### src/rtl/divider_code_gen.sv
// Sequential ratio encoder: converts num/den (num < den) into the scaler's
// fractional code by restoring long division, one code bit per clock.
module divider_code_gen #(
   parameter int FRAC_BITS = 10
) (
   input  logic        clk,
   input  logic        rst,
   input  logic        start,
   input  logic [31:0] num,
   input  logic [31:0] den,
   output logic        busy,
   output logic        done,
   output logic [31:0] code,
   output logic        sat
);

   typedef enum logic [1:0] {
      IDLE,
      CALC,
      SAT
   } state_t;

   localparam logic [4:0]  LAST_ITER = 5'(FRAC_BITS - 1);
   localparam logic [31:0] SAT_CODE  = 32'((64'd1 << FRAC_BITS) - 64'd1);

   state_t      state, state_next;
   logic [32:0] rem;
   logic [31:0] den_q;
   logic [31:0] acc;
   logic [4:0]  cnt;

   logic [32:0] t;
   logic        ge;
   logic        last;
   logic [31:0] acc_next;
   logic        busy_next;
   logic        done_next;

   // One restoring-division step: doubled remainder against the held divisor.
   always_comb begin
      t        = rem << 1;
      ge       = (t >= {1'b0, den_q});
      last     = (cnt == LAST_ITER);
      acc_next = acc | (ge ? (32'd1 << cnt) : 32'd0);
   end

   // NOTE: every signal written here gets a default first, so no path can infer a latch.
   always_comb begin
      state_next = state;
      done_next  = 1'b0;
      case (state)
         IDLE: begin
            if (start) begin
               if (den != 32'd0 && num < den) state_next = CALC;
               else                           state_next = SAT;
            end
         end
         CALC: begin
            if (last) begin
               state_next = IDLE;
               done_next  = 1'b1;
            end
         end
         SAT: begin
            state_next = IDLE;
            done_next  = 1'b1;
         end
         default: state_next = IDLE;
      endcase
      busy_next = (state_next != IDLE);
   end

   // NOTE: sequential state uses non-blocking assignments so every register samples pre-edge values.
   always_ff @(posedge clk) begin
      if (rst) state <= IDLE;
      else     state <= state_next;
   end

   always_ff @(posedge clk) begin
      if (rst) begin
         rem   <= '0;
         den_q <= '0;
         acc   <= '0;
         cnt   <= '0;
         busy  <= 1'b0;
         done  <= 1'b0;
         code  <= '0;
         sat   <= 1'b0;
      end else begin
         busy <= busy_next;
         done <= done_next;
         case (state)
            IDLE: begin
               if (start) begin
                  rem   <= {1'b0, num};
                  den_q <= den;
                  acc   <= '0;
                  cnt   <= '0;
               end
            end
            CALC: begin
               rem <= ge ? (t - {1'b0, den_q}) : t;
               acc <= acc_next;
               cnt <= cnt + 5'd1;
               // code is published only once, when the last bit is known
               if (last) begin
                  code <= acc_next;
                  sat  <= 1'b0;
               end
            end
            SAT: begin
               code <= SAT_CODE;
               sat  <= 1'b1;
            end
            default: ;
         endcase
      end
   end

endmodule

### config.mk
export PLATFORM = sky130hd
export DESIGN_NAME = divider_code_gen
export DESIGN_NICKNAME = d
export VERILOG_FILES = /design/src/rtl/divider_code_gen.sv
export SDC_FILE = /design/constraint.sdc
export NUM_CORES = 1
export LEC_CHECK = 0
export ABC_AREA = 1
export CORE_MARGIN = 10
export CORE_UTILIZATION = 55
export CTS_BUF_LIST = sky130_fd_sc_hd__clkbuf_4 sky130_fd_sc_hd__clkbuf_8
export DETAILED_ROUTE_END_ITERATION = 10
export PLACE_DENSITY = 0.78
export SETUP_SLACK_MARGIN = 0.15
export SYNTH_ARGS = -nofsm -noshare
export SYNTH_HDL_FRONTEND = slang
export SYNTH_SLANG_ARGS = --single-unit
export TNS_END_PERCENT = 1
### constraint.sdc
create_clock -name clk -period 3.5 [get_ports clk]
set_input_delay 0.35 -clock clk [delete_from_list [all_inputs] [get_ports clk]]
set_output_delay 0.35 -clock clk [all_outputs]
set_load 0.005 [all_outputs]
==> flow_summary.yaml <==
yosys:
  synth_warnings: 0
  synth-compound-area-share: 0.1924
  yosysTopAreaCell: "dfxtp_1"
  synth.area.mux_share: 0
  synth_top_family_by_area: "simple AND/OR/NAND/NOR gates"
  synth_top_area_share: 0.3060
  async_flop_share: 0
  synth_ff_type: "dfxtp_1"
  ys_seq_area_frac: 0.3060
  netlist-cell-type-count: 43
  synth_xor_area_frac: 0.01552
  syn-num-nets: 1487
  synth_seq_cells: 138
  avgSynthCellArea_um2: 6.702
  synthAdderAreaFrac: 0.1020
  synth_area_leaders: "dfxtp_1 (31%), nand2_1 (12%), ha_1 (10%)"
  synth_edf_count: 0
  synthCells: 1347
  synth_simple_gate_area_frac: 0.2735
  synthesis.area_um2: 9027
finish:
  num_antenna_cells: 0
  area_growth_pct: 16.69
  final_cell_mix: "nand2_1 (279), inv_1 (182), a21oi_1 (178), dfxtp_1 (138), clkdlybuf4s50_1 (101)"
  stdcell_area_um2: 10530
  nets: 1562
  layout_commonest_cell: "nand2_1"
  drive_above_1_share: 0.05993
  instances_no_fill: 1651
setup_path:
  critical_path_class: "reg2reg"
  startpoint: "den_q[16]$_SDFFE_PP0P_"
  rr_worst_depth: 12
  end_kind: "flip-flop"
  cp-start-kind: "flip-flop"
  crit_fanout: 25
  endpoint: "acc[9]$_SDFFE_PP0P_"
  r2r_slack_ns: 0.81
  critPathArrivalTime_ns: 3.10
  r2r_end: "acc[9]$_SDFFE_PP0P_"
  critPathRequiredTime_ns: 3.90
  crit-reg2reg-launch: "den_q[16]$_SDFFE_PP0P_"
clock_tree:
  post-cts-setup-buffers: 0
  htree_levels: 4
  cts-root-buf: "clkbuf_8"
  cts_num_sinks: 138
  cts_buffers: 17
  clock_latency_ns: 0.47
  cts_resized: 0
  cts_buffer_depth: 2
  clkTransAtPathRegs_ns: 0.09
  cts_tree: "built"
  cts_hold_buf: 0
grt:
  grt_max_degree: 66
  grt_pass1_vias: 8458
  grt_usage: 0.2270
  grt_pass1_wl_um: 41580
  grt_overflow: 0
  antenna_found_initial: 0
drt:
  drtAntennaViolNets: 0
  drc: 0
  vias_per_cell: 5.422
  vias: 8951
  dr.pass1.iters: 5
  wl_um: 25130
  drtIter0Drc: 687
  routedWlPerCell_um: 15.22
timing:
  period_share: 0.7699
  rsz0062_at_grt: "false"
  fin_ws_ns: 0.8053
  setup_violations: 0
  finalMaxSlewViolations: 0
  hold_viol: 0
  timing.setup.tns_ns: 0
  finClkSkew_ns: 0.01563
  whs_ns: 0.4657
  period_minus_slack_ns: 2.695
  clock.fmax_mhz: 371.1
  slew_headroom: 0.5072
  tightest_slew_ns: 0.7364
floorplanning:
  core_um2: 16000
  die_height_um: 148.1
  die_area_um2: 21940
  die_x_um: 148.1
  initial_core_util: 0.5642
  fp-row-count: 46
  io_pins: 102
worst_hold_path:
  min_path_type: "reg2reg"
power_and_ir_drop:
  vdd_drop_max_v: 0.0003085
  p_leak_uw: 0.004733
  p_per_area_nw_per_um2: 492.1
placed_design:
  dp_hpwl_um: 19010
  pre_cts_ws_ns: 0.8586
  port_buffers: 101
  dp_cells: 1619
  dpl_cell_area_um2: 10150
  gp_congestion: 0.9733
flow_run:
  maxCapViolCount: 0
status:
  outcome: "finished clean"
## cells in the mapped netlist (all sizes together), types with 2 or more instances
library cell  count
nand3            74
buf              18
a31oi             9
o21ai           100
ha               72
nor4              8
nor3             31
nand4             8
a21oi           179
o211ai           16
dfxtp           138
o21a              5
inv             188
clkbuf           40
a211oi            2
nand3b            7
nand2           289
nor2            105
or2               8
xnor2            15
nor3b            23
o21bai            6
## stage by stage
stage / power (uW) / utilization
6_report: 5184 / 0.6584
5_1_grt: 5552 / 0.6584
4_1_cts: 5175 / 0.6584
3_5_place_dp: 3902 / 0.6343
3_3_place_gp: 3889 / 0.6343
2_1_floorplan: 3386 / -
## how the worst min path moves through the flow
stage / cells after the start / end / from
after floorplan: 2 / den_q[10]$_SDFFE_PP0P_ / den_q[10]$_SDFFE_PP0P_
after global placement: 2 / den_q[21]$_SDFFE_PP0P_ / den_q[21]$_SDFFE_PP0P_
after detailed placement: 2 / den_q[6]$_SDFFE_PP0P_ / den_q[6]$_SDFFE_PP0P_
after CTS: 2 / den_q[6]$_SDFFE_PP0P_ / den_q[6]$_SDFFE_PP0P_
after global routing: 2 / den_q[8]$_SDFFE_PP0P_ / den_q[8]$_SDFFE_PP0P_
final: 2 / den_q[8]$_SDFFE_PP0P_ / den_q[8]$_SDFFE_PP0P_
## worst max-delay path, stage by stage (launching register included)
cell and delay, ns:
dfxtp_1 0.33, inv_1 0.06, ha_1 0.37, nand2_1 0.13
nor2_1 0.18, nand2_1 0.13, nor3_2 0.30, nor2_4 0.12
nand2_4 0.25, buf_4 0.31, inv_2 0.11, o21bai_1 0.17
nor3b_2 0.17
## routing by layer
layer	part of all wire	up-vias	GRT usage
met5	0	-	0
met2	0.44	235	0.3490
met4	0.0080	0	0.04757
li1	-	4583	-
met3	0.058	19	0.05400
met1	0.50	4114	0.3154
## power by group
part / internal, uW / total [uW] / switching, uW
Combinational: 768 / 2150 / 1390
Clock: 531 / 1280 / 746
Sequential: 1690 / 1750 / 66.9
## final cells by class
type	count	area, um2
Clock buffer	17	234.0
Clock inverter	15	150.1
Fill cell	1528	5466
Inverter	189	709.4
Multi-Input combinational cell	962	5286
Sequential cell	138	2763
Tap cell	216	270.3
Timing Repair Buffer	114	1121
## registers in the layout, indices dropped and copies added (netlist names)
name,cells
rem,32
code,32
busy,1
den_q,32
cnt,5
state,2
acc,32
sat,1
done,1
## logic make-up (layout without fill, tap and decap cells)
family | after synthesis | after routing
buffers and inverters | 247 | 335
adder cells (fa/ha/maj) | 73 | 73
AND/OR/NAND/NOR | 554 | 554
AO/OA/AOI/OAI | 319 | 319
flip-flops | 138 | 138
XOR/XNOR | 16 | 16
No activity file was read; power rests on OpenSTA's default activity.
